**src/rtl/note_pkg.sv**
```systemverilog
// Shared definitions for the note scroller.
//   NUM_CELLS  : cells in the visible note window
//   CELL_PX    : pixels per cell; offset runs 0..CELL_PX-1
//   OFFSET_MAX : last sub-cell offset before a cell shift
//   state_e    : scroller FSM states
//   NOTE_*     : chart entry / cell encodings, {red,blue}
//   norm_note  : folds a raw chart entry into a legal cell value
package note_pkg;

  localparam int NUM_CELLS  = 10;
  localparam int CELL_PX    = 7;
  localparam int OFFSET_MAX = CELL_PX - 1;

  typedef enum logic [2:0] {
    IDLE  = 3'd0,
    RUN   = 3'd1,
    PAUSE = 3'd2,
    DRAIN = 3'd3,
    DONE  = 3'd4
  } state_e;

  localparam logic [1:0] NOTE_NONE = 2'b00;
  localparam logic [1:0] NOTE_RED  = 2'b10;
  localparam logic [1:0] NOTE_BLUE = 2'b01;

  // An entry with both bits set is kept as red only, so a cell is never
  // red and blue at the same time.
  function automatic logic [1:0] norm_note(input logic [1:0] raw);
    if (raw[1])      return NOTE_RED;
    else if (raw[0]) return NOTE_BLUE;
    else             return NOTE_NONE;
  endfunction

endpackage

```
**src/rtl/step_timer.sv**
```systemverilog
// Pixel-step prescaler.
//   clk, rst_n : clock, asynchronous active-low reset
//   clear      : synchronous return of the count to 0
//   enable     : count while high, hold the count while low
//   speed      : period = STEP_DIV >> speed
//   step       : 1-clk pulse on the terminal count
// The terminal test is ">=" so that a speed change that shortens the period
// below the current count produces a step on the very next enabled clock.
module step_timer #(
  parameter int STEP_DIV = 1_250_000
) (
  input  logic       clk,
  input  logic       rst_n,
  input  logic       clear,
  input  logic       enable,
  input  logic [1:0] speed,
  output logic       step
);

  localparam int CNT_W = $clog2(STEP_DIV);
  localparam logic [CNT_W:0] DIV_L = (CNT_W+1)'(STEP_DIV);

  logic [CNT_W-1:0] count;
  logic [CNT_W:0]   period;
  logic [CNT_W:0]   period_m1;

  always_comb begin
    period    = DIV_L >> speed;
    period_m1 = period - 1'b1;
    step      = enable && ({1'b0, count} >= period_m1);
  end

  always_ff @(posedge clk or negedge rst_n) begin
    if (!rst_n) begin
      count <= '0;
    end else if (clear) begin
      count <= '0;
    end else if (step) begin
      count <= '0;
    end else if (enable) begin
      count <= count + 1'b1;
    end
  end

endmodule

```
**src/rtl/note_scroller.sv**
```systemverilog
// Scroll engine for the note display.
//   start/pause/speed      : song control (start is a pulse, pause a level)
//   chart_addr/chart_data  : synchronous chart ROM, data valid 1 clk after addr
//   hit_valid/hit_red      : player press and which button
//   red_notes/blue_notes   : 10-cell window, bit i = cell i
//   offset                 : sub-cell pixel offset 0..6
//   hit_ok/hit_bad/miss    : 1-clk judgement pulses
//   busy/song_done         : song status levels
//   dbg_state              : current FSM state, for observation only
// Every output is a register; the window and offset update on the same edge.
// Inputs are plain levels/pulses sampled on the rising edge; there is no
// back-pressure anywhere in this block.
module note_scroller
  import note_pkg::*;
#(
  parameter int STEP_DIV   = 1_250_000,
  parameter int CHART_LEN  = 256,
  parameter int ADDR_W     = 8,
  parameter int JUDGE_CELL = 1
) (
  input  logic                 clk,
  input  logic                 rst_n,
  input  logic                 start,
  input  logic                 pause,
  input  logic [1:0]           speed,
  output logic [ADDR_W-1:0]    chart_addr,
  input  logic [1:0]           chart_data,
  input  logic                 hit_valid,
  input  logic                 hit_red,
  output logic [NUM_CELLS-1:0] red_notes,
  output logic [NUM_CELLS-1:0] blue_notes,
  output logic [2:0]           offset,
  output logic                 hit_ok,
  output logic                 hit_bad,
  output logic                 miss,
  output logic                 busy,
  output logic                 song_done,
  output logic [2:0]           dbg_state
);

  state_e state, state_nx;

  // pf_cnt: 2 = address 0 just issued, 1 = ROM data valid this clock, 0 = done
  logic [1:0]           pf_cnt;
  logic [1:0]           next_note;
  logic                 next_is_last;
  logic                 step;
  logic                 cell_shift;
  logic                 start_ok;
  logic                 active;
  logic                 tmr_en;
  logic                 hit_take;
  logic                 hit_match;
  logic                 last_addr;
  logic [1:0]           in_note;
  logic [NUM_CELLS-1:0] clr_mask;
  logic [NUM_CELLS-1:0] red_c;
  logic [NUM_CELLS-1:0] blue_c;

  step_timer #(.STEP_DIV(STEP_DIV)) u_step_timer (
    .clk    (clk),
    .rst_n  (rst_n),
    .clear  (start_ok),
    .enable (tmr_en),
    .speed  (speed),
    .step   (step)
  );

  always_comb begin
    start_ok   = start && ((state == IDLE) || (state == DONE));
    active     = (state == RUN) || (state == PAUSE) || (state == DRAIN);
    tmr_en     = ((state == RUN) || (state == DRAIN)) && !pause && (pf_cnt == 2'd0);
    cell_shift = step && (offset == 3'(OFFSET_MAX));
    last_addr  = (chart_addr == ADDR_W'(CHART_LEN - 1));
    in_note    = (state == DRAIN) ? NOTE_NONE : next_note;

    // Judge against the window as it stands before this edge's update; a
    // matching hit clears the cell before any shift is applied, so a cleared
    // note can never be reported as a miss.
    hit_take  = hit_valid && active;
    hit_match = hit_red ? red_notes[JUDGE_CELL] : blue_notes[JUDGE_CELL];
    clr_mask  = '0;
    if (hit_take && hit_match) clr_mask[JUDGE_CELL] = 1'b1;
    red_c  = red_notes  & ~clr_mask;
    blue_c = blue_notes & ~clr_mask;
  end

  // FSM next state
  always_comb begin
    state_nx = state;
    case (state)
      IDLE:  if (start) state_nx = RUN;
      RUN: begin
        if (pause)                              state_nx = PAUSE;
        else if (cell_shift && next_is_last)    state_nx = DRAIN;
      end
      PAUSE: if (!pause) state_nx = RUN;
      DRAIN: begin
        // Nothing enters in DRAIN, so the post-shift window is cells 9..1.
        if (cell_shift && (red_c[NUM_CELLS-1:1] == '0) && (blue_c[NUM_CELLS-1:1] == '0))
          state_nx = DONE;
      end
      DONE:  if (start) state_nx = RUN;
      default: state_nx = IDLE;
    endcase
  end

  always_ff @(posedge clk or negedge rst_n) begin
    if (!rst_n) state <= IDLE;
    else        state <= state_nx;
  end

  // Fetch, window and offset datapath
  always_ff @(posedge clk or negedge rst_n) begin
    if (!rst_n) begin
      chart_addr   <= '0;
      pf_cnt       <= 2'd0;
      next_note    <= NOTE_NONE;
      next_is_last <= 1'b0;
      red_notes    <= '0;
      blue_notes   <= '0;
      offset       <= 3'd0;
    end else if (start_ok) begin
      chart_addr   <= '0;
      pf_cnt       <= 2'd2;
      next_note    <= NOTE_NONE;
      next_is_last <= 1'b0;
      red_notes    <= '0;
      blue_notes   <= '0;
      offset       <= 3'd0;
    end else begin
      red_notes  <= red_c;
      blue_notes <= blue_c;

      if (pf_cnt != 2'd0) begin
        pf_cnt <= pf_cnt - 2'd1;
        if (pf_cnt == 2'd1) begin
          next_note    <= norm_note(chart_data);
          next_is_last <= last_addr;
          if (!last_addr) chart_addr <= chart_addr + 1'b1;
        end
      end

      if (step) begin
        offset <= cell_shift ? 3'd0 : offset + 3'd1;
      end

      if (cell_shift) begin
        red_notes  <= {in_note[1], red_c[NUM_CELLS-1:1]};
        blue_notes <= {in_note[0], blue_c[NUM_CELLS-1:1]};
        if (state == RUN) begin
          next_note    <= norm_note(chart_data);
          next_is_last <= last_addr;
          if (!last_addr) chart_addr <= chart_addr + 1'b1;
        end
      end
    end
  end

  // Pulses and status levels
  always_ff @(posedge clk or negedge rst_n) begin
    if (!rst_n) begin
      hit_ok    <= 1'b0;
      hit_bad   <= 1'b0;
      miss      <= 1'b0;
      busy      <= 1'b0;
      song_done <= 1'b0;
    end else begin
      hit_ok    <= hit_take && hit_match;
      hit_bad   <= hit_take && !hit_match;
      miss      <= cell_shift && (red_c[0] || blue_c[0]);
      busy      <= (state_nx == RUN) || (state_nx == PAUSE) || (state_nx == DRAIN);
      song_done <= (state_nx == DONE);
    end
  end

  assign dbg_state = state;

endmodule
```
**config.mk**
```make
export PLATFORM = sky130hd
export DESIGN_NAME = note_scroller
export DESIGN_NICKNAME = d
export VERILOG_FILES = /design/src/rtl/note_pkg.sv /design/src/rtl/step_timer.sv /design/src/rtl/note_scroller.sv
export SDC_FILE = /design/constraint.sdc
export NUM_CORES = 1
export LEC_CHECK = 0
export BUFFER_PORTS_ARGS = -buffer_cell sky130_fd_sc_hd__clkbuf_2
export CAP_MARGIN = 30
export CORE_ASPECT_RATIO = 0.5
export CORE_MARGIN = 5
export CORE_UTILIZATION = 38
export CTS_BUF_LIST = sky130_fd_sc_hd__clkbuf_8
export DETAILED_ROUTE_END_ITERATION = 8
export HOLD_SLACK_MARGIN = 0.06
export SYNTH_ARGS = -nofsm -noshare
export SYNTH_HDL_FRONTEND = slang
export SYNTH_SLANG_ARGS = --single-unit
```
**constraint.sdc**
```tcl
create_clock -name clk -period 4.8 [get_ports clk]
set_input_delay 0.72 -clock clk [delete_from_list [all_inputs] [get_ports clk]]
set_output_delay 0.72 -clock clk [all_outputs]
set_load 0.02 [all_outputs]
```
After elaboration in Yosys (flattened, before gate mapping)
Cells that the tools add are included.
{"block": "op_classes", "add_sub_neg": 5, "magnitude_cmp": 1, "eq_ne": 11, "shift": 1, "mux": 40, "n_bitwise": 3, "reduce_logical": 30}
{"cell": "$mux 21", "count": 3}
{"cell": "$mux 8", "count": 7}
{"cell": "$mux 10", "count": 4}
{"cell": "$mux 3", "count": 8}
{"cell": "$ge 21x22->1", "count": 1}
{"cell": "$shr 21x2->22 const A", "count": 1}
{"cell": "$sub 22x1->22 const B", "count": 1}
{"cell": "$add 21x1->21 const B", "count": 1}
{"cell": "$and 10x10->10", "count": 2}
{"cell": "$logic_not 9->1", "count": 2}
{"cell": "$mux 2", "count": 9}
{"cell": "$eq 3x2->1 const B", "count": 4}
{"cell": "$logic_and 1x1->1", "count": 12}
{"cell": "$pmux 3 s4", "count": 1}
{"cell": "$not 2->10", "count": 1}
{"cell": "$eq 3x3->1 const B", "count": 3}
{"cell": "$add 8x1->8 const B", "count": 1}
{"cell": "$eq 8x8->1 const B", "count": 1}
{"cell": "$mux 1", "count": 8}
{"cell": "$logic_or 1x1->1", "count": 7}
{"cell": "$eq 3x1->1 const B", "count": 2}
{"cell": "$reduce_bool 2->1", "count": 3}
{"cell": "$add 3x1->3 const B", "count": 1}
{"cell": "$logic_not 3->1", "count": 1}
{"cell": "other kinds (6)", "count": 7}
{"block": "word_totals", "ff_bits": 65, "in_bits": 10, "out_inout_bits": 39, "wordCells": 105}

Longest topological paths before layout
{"block": "depth", "word_depth": 16, "mapped_depth": 15}

Hierarchy
A second synthesis with hierarchy kept.
{"block": "unflattened", "hier_cells": 449, "area_unflattened_um2": 3973.8}
{"mod": "note_scroller", "instances": 1, "cells_each": 221, "area_per_inst_um2": 2077.0}
{"mod": "step_timer", "instances": 1, "cells_each": 228, "area_per_inst_um2": 1896.8}

Worst setup path before layout
No wires, ideal clock.
{"block": "synth_timing", "path_type": "input-to-reg", "from": "input speed[0]", "to": "register chart_addr[6]", "setup_ns": 0.120, "arrival_time_ns": 3.120, "t_required_ns": 4.680, "path_slack_ns": 1.560, "stages": 13, "path_cell_list": "inv_1 ha_1 nor2_1 nand4_1 xnor2_1 ha_1 a21oi_1 nor3_1 o31ai_2 a31oi_2 buf_6 o21a_1 o211a_1"}
{"block": "synth_via", "elab_chain_cells": 7}
{"element": "start: declaration", "line": "note_scroller.sv:25", "text": "input logic [1:0] speed,"}
{"element": "$shr 21x2->22", "line": "step_timer.sv:28", "text": "period = DIV_L >> speed;"}
{"element": "$sub 22x1->22", "line": "step_timer.sv:29", "text": "period_m1 = period - 1'b1;"}
{"element": "$ge 21x22->1", "line": "step_timer.sv:30", "text": "step = enable && ({1'b0, count} >= period_m1);"}
{"element": "$logic_and 1x1->1", "line": "step_timer.sv:30"}
{"element": "$logic_and 1x1->1", "line": "note_scroller.sv:73", "text": "cell_shift = step && (offset == 3'(OFFSET_MAX));"}
{"element": "$mux 8", "line": "note_scroller.sv:148", "text": "if (cell_shift) begin"}
{"element": "$mux 8", "line": "note_scroller.sv:123", "text": "end else if (start_ok) begin"}
{"element": "end signal: assignment", "line": "note_scroller.sv:140", "text": "if (!last_addr) chart_addr <= chart_addr + 1'b1;"}
{"element": "end signal: assignment", "line": "note_scroller.sv:154", "text": "if (!last_addr) chart_addr <= chart_addr + 1'b1;"}
{"element": "end: declaration", "line": "note_scroller.sv:26", "text": "output logic [ADDR_W-1:0] chart_addr,"}
Every way passes these cells.
A chain may end at the register's enable or synchronous reset.

Worst setup path in the final report
{"block": "layout_timing", "from": "input speed[0]", "to": "register state[1], in the netlist dbg_state[1]"}
{"block": "layout_via", "elab_chain_cells": 9, "elab_cells_between_ends": 12, "cone_classes": "add/sub (1); order compare (1); shift (1); mux (4); reduce/logical (5)"}
{"element": "$shr 21x2->22 *", "line": "step_timer.sv:28"}
{"element": "$sub 22x1->22 *", "line": "step_timer.sv:29"}
{"element": "$ge 21x22->1 *", "line": "step_timer.sv:30"}
{"element": "$logic_and 1x1->1 *", "line": "step_timer.sv:30"}
{"element": "$logic_and 1x1->1 *", "line": "note_scroller.sv:73"}
{"element": "$logic_and 1x1->1, on equally long branches", "line": "note_scroller.sv:95, note_scroller.sv:100"}
{"element": "$mux 3 or $logic_and 1x1->1 (tied branches)", "line": "note_scroller.sv:95, note_scroller.sv:100"}
{"element": "$mux 3, on equally long branches", "line": "note_scroller.sv:94, note_scroller.sv:100"}
{"element": "$pmux 3 s4 *", "line": "note_scroller.sv:91", "text": "case (state)"}
{"element": "via state_nx[1]", "line": "note_scroller.sv:41", "text": "state_e state, state_nx;"}
{"element": "end signal: assignment", "line": "note_scroller.sv:110", "text": "else state <= state_nx;"}
{"element": "end: declaration", "line": "note_scroller.sv:41"}
Mark *: on every way through the listed nets, which the timed path passes. The rest lies on a longest branch.

==> impl_metrics.json <==
{
  "min_period_ps": 3572,
  "ant_nets": 0,
  "htree_levels": 3,
  "fmax_mhz": 280.0,
  "synth_nets": 437,
  "slowest_stage": "o31ai_2",
  "cts_resized": 0,
  "grt.overflow.total": 0,
  "cts_root_buf": "clkbuf_8",
  "clock_latency_ps": 360,
  "routed_wl_um": 8401,
  "fin_nets": 483,
  "synth_top_family_by_area": "simple AND/OR/NAND/NOR gates",
  "grt_max_degree": 66,
  "synth_top_area_share_pct": 41.26,
  "io_pins": 49,
  "hold_class": "input port to asynchronous set/reset pin",
  "holdWs_ps": 510.1,
  "async_flop_share_pct": 100.0,
  "synth-seq-cells": 65,
  "maxCapViolCount": 0,
  "cts_setup_buffers": 0,
  "cp-start-kind": "input port",
  "dr_total_vias": 3020,
  "synth_edf_count": 0,
  "antenna_cells": 0,
  "synth_mux_area_share_pct": 6.633,
  "postLayoutCellArea_um2": 4542,
  "final_cells": 584,
  "numPortBuffers": 48,
  "final_core_util_pct": 44.61,
  "yosys.area_share.simple_pct": 20.41,
  "slew_viol_final": 0,
  "critPathCaptureType": "flip-flop",
  "drcViolationCount": 0,
  "synth_area_um2": 3943,
  "grtUsageTotal_pct": 14.19,
  "synth_area_leader_cell": "dfrtp_1",
  "floorplan.initialDensity_pct": 38.72,
  "post-route-period-util_pct": 74.41,
  "die_y_um": 82.03,
  "slew_headroom_pct": 36.82,
  "crit_chain": "clkbuf_2 -> inv_1 -> ha_1 -> nor2_1 -> nand4_1 -> xnor2_1 -> ha_1 -> a21oi_1 -> nor3_1 -> o31ai_2 -> a31oi_4 -> a221oi_1 -> nor3b_1",
  "synth-seq-area-share_pct": 41.26,
  "clock_skew_ps": 11.15,
  "wl_per_cell_um": 14.39,
  "rows": 26,
  "worst_slew_pin_slew_ps": 947.7,
  "max_stage_delay_ps": 560,
  "multi_input_area_um2": 2156,
  "dp_cells": 568,
  "worstPathArrival_ps": 3810,
  "rsz0062_at_grt": "no",
  "synth-main-ff-cell": "dfrtp_1",
  "synthTopCellsByCount": "dfrtp_1 (65), nor2_1 (40), ha_1 (34)",
  "cts-hold-fix-buffers": 0,
  "fillers": 990,
  "critPathKind": "input port to flip-flop",
  "fin_tns_setup_ps": 0,
  "yosysMostFrequentCell": "dfrtp_1",
  "grt_pass1_wl_um": 14280,
  "cts_made_buffers": 9,
  "dr.pass1.iters": 4,
  "synthAdderAreaFrac_pct": 10.79,
  "synth_cell_types": 55,
  "synth_compound_area_share_pct": 11.84,
  "placed_cell_area_um2": 4288,
  "peakVddDrop_mv": 0.1398,
  "first_global_vias": 2854,
  "crit_fanout": 25,
  "die_width_um": 154.1,
  "antenna_found_initial": 0,
  "cp_common_cell": "ha_1",
  "setup_viol": 0,
  "layout-drive-gt1-share_pct": 20.50,
  "clock_sinks": 65,
  "seqCellArea_um2": 1627,
  "yosysWarnings": 0,
  "status": "complete, no violations",
  "cts.path.max_buffers": 2,
  "worst_ep_required_time_ps": 5030,
  "routed_via_density": 5.171,
  "hpwl_um": 6096,
  "synth_xor_area_share_pct": 4.887,
  "initialDrtViolationCount": 163,
  "coreArea_um2": 10180,
  "yosys-top-cells-area": "dfrtp_1 (41%), ha_1 (11%), mux2i_1 (6.3%)",
  "postSynthAreaPerCell_um2": 10.03,
  "powerDensity_nw_per_um2": 353.8,
  "leakage_nw": 2.222,
  "gp_congestion": 0.7826,
  "die_area_um2": 12640,
  "clk_pin_slew_worst_paths_ps": 70,
  "syn_inst": 393,
  "cts_tree": "yes",
  "finalHoldViolations": 0,
  "syn2layout_area_growth_pct": 15.20
}
[layout make-up]
class                   instances  share of cell area (%)
repair buffers                 51                   5.785
clock inverters                 5                   2.259
clock buffers                  11                   3.333
inverters                      18                   1.488
multi-input cells             294                   47.47
well taps                     140                   3.857
flip-flops and latches         65                   35.81
[final timing paths]
| check | from | to | slack [ps] | depth (start not counted) |
|---|---|---|---|---|
| min in group clk | next_note[0] | blue_notes[9] | 510 | 2 |
| setup reg to reg | u_step_timer.count[17] | dbg_state[1] | 2070 | 7 |
| hold reg to reg | next_note[0] | blue_notes[9] | 510 | 2 |
| max in group asynchronous | rst_n | offset[2] | 3680 | 2 |
| setup / recovery | speed[0] | dbg_state[1] | 1230 | 13 |
| hold / removal | rst_n | blue_notes[5] | 510 | 2 |
[sequential cells by signal, summed over array words and instances (netlist names)]
register	count
hit_bad	1
u_step_timer.count	21
next_is_last	1
miss	1
pf_cnt	2
dbg_state	3
busy	1
song_done	1
hit_ok	1
red_notes	10
offset	3
next_note	2
blue_notes	10
chart_addr	8
[cell families after synthesis]
group	Yosys count
buffers and inverters	34
multiplexers	26
XOR/XNOR	22
AO/OA/AOI/OAI	59
AND/OR/NAND/NOR	153
adder cells (fa/ha/maj)	34
flip-flops	65
[per-layer routing]
layer	global-route usage [%]	part of all wire (%)
met1	18.98	50
met2	21.87	45
met3	4.684	4.2
met4	4.670	1.3
met5	0	0
[where the power goes]
part	switching, mW	internal, mW
Sequential	0.0648	0.591
Combinational	0.236	0.130
Clock	0.212	0.372
[placed cells by master, fill, tap and decap left out, drive strengths merged, types with 2 or more instances in the layout]
master,count
a211oi,3
a21o,2
a21oi,13
a311oi,2
a31oi,5
and2,2
and3,12
buf,4
bufinv,3
clkbuf,58
dfrtp,65
ha,34
inv,19
mux2i,25
nand2,29
nand2b,3
nand3,18
nand3b,2
nand4,8
nor2,51
nor2b,3
nor3,7
nor3b,3
nor4,5
nor4b,3
nor4bb,2
o2111ai,2
o211a,2
o211ai,4
o21a,3
o21ai,14
o21bai,2
o41ai,2
or3b,2
xnor2,6
xor2,16
[worst max-delay path: cells and delay by family]
kind	cells	cell delay [ps]
XOR/XNOR	1	180
buffers and inverters	2	220
AND/OR/NAND/NOR	4	430
adder cells (fa/ha/maj)	2	640
AO/OA/AOI/OAI	4	1620
[metrics by stage]
step	total power [mW]	setup WS, ps
2_1_floorplan	0.9306	1560
3_3_place_gp	1.030	940.2
3_5_place_dp	1.037	849.8
4_1_cts	1.632	1229
5_1_grt	1.713	1005
6_report	1.607	1228
Note: power is estimated with default switching activity, not from simulation.
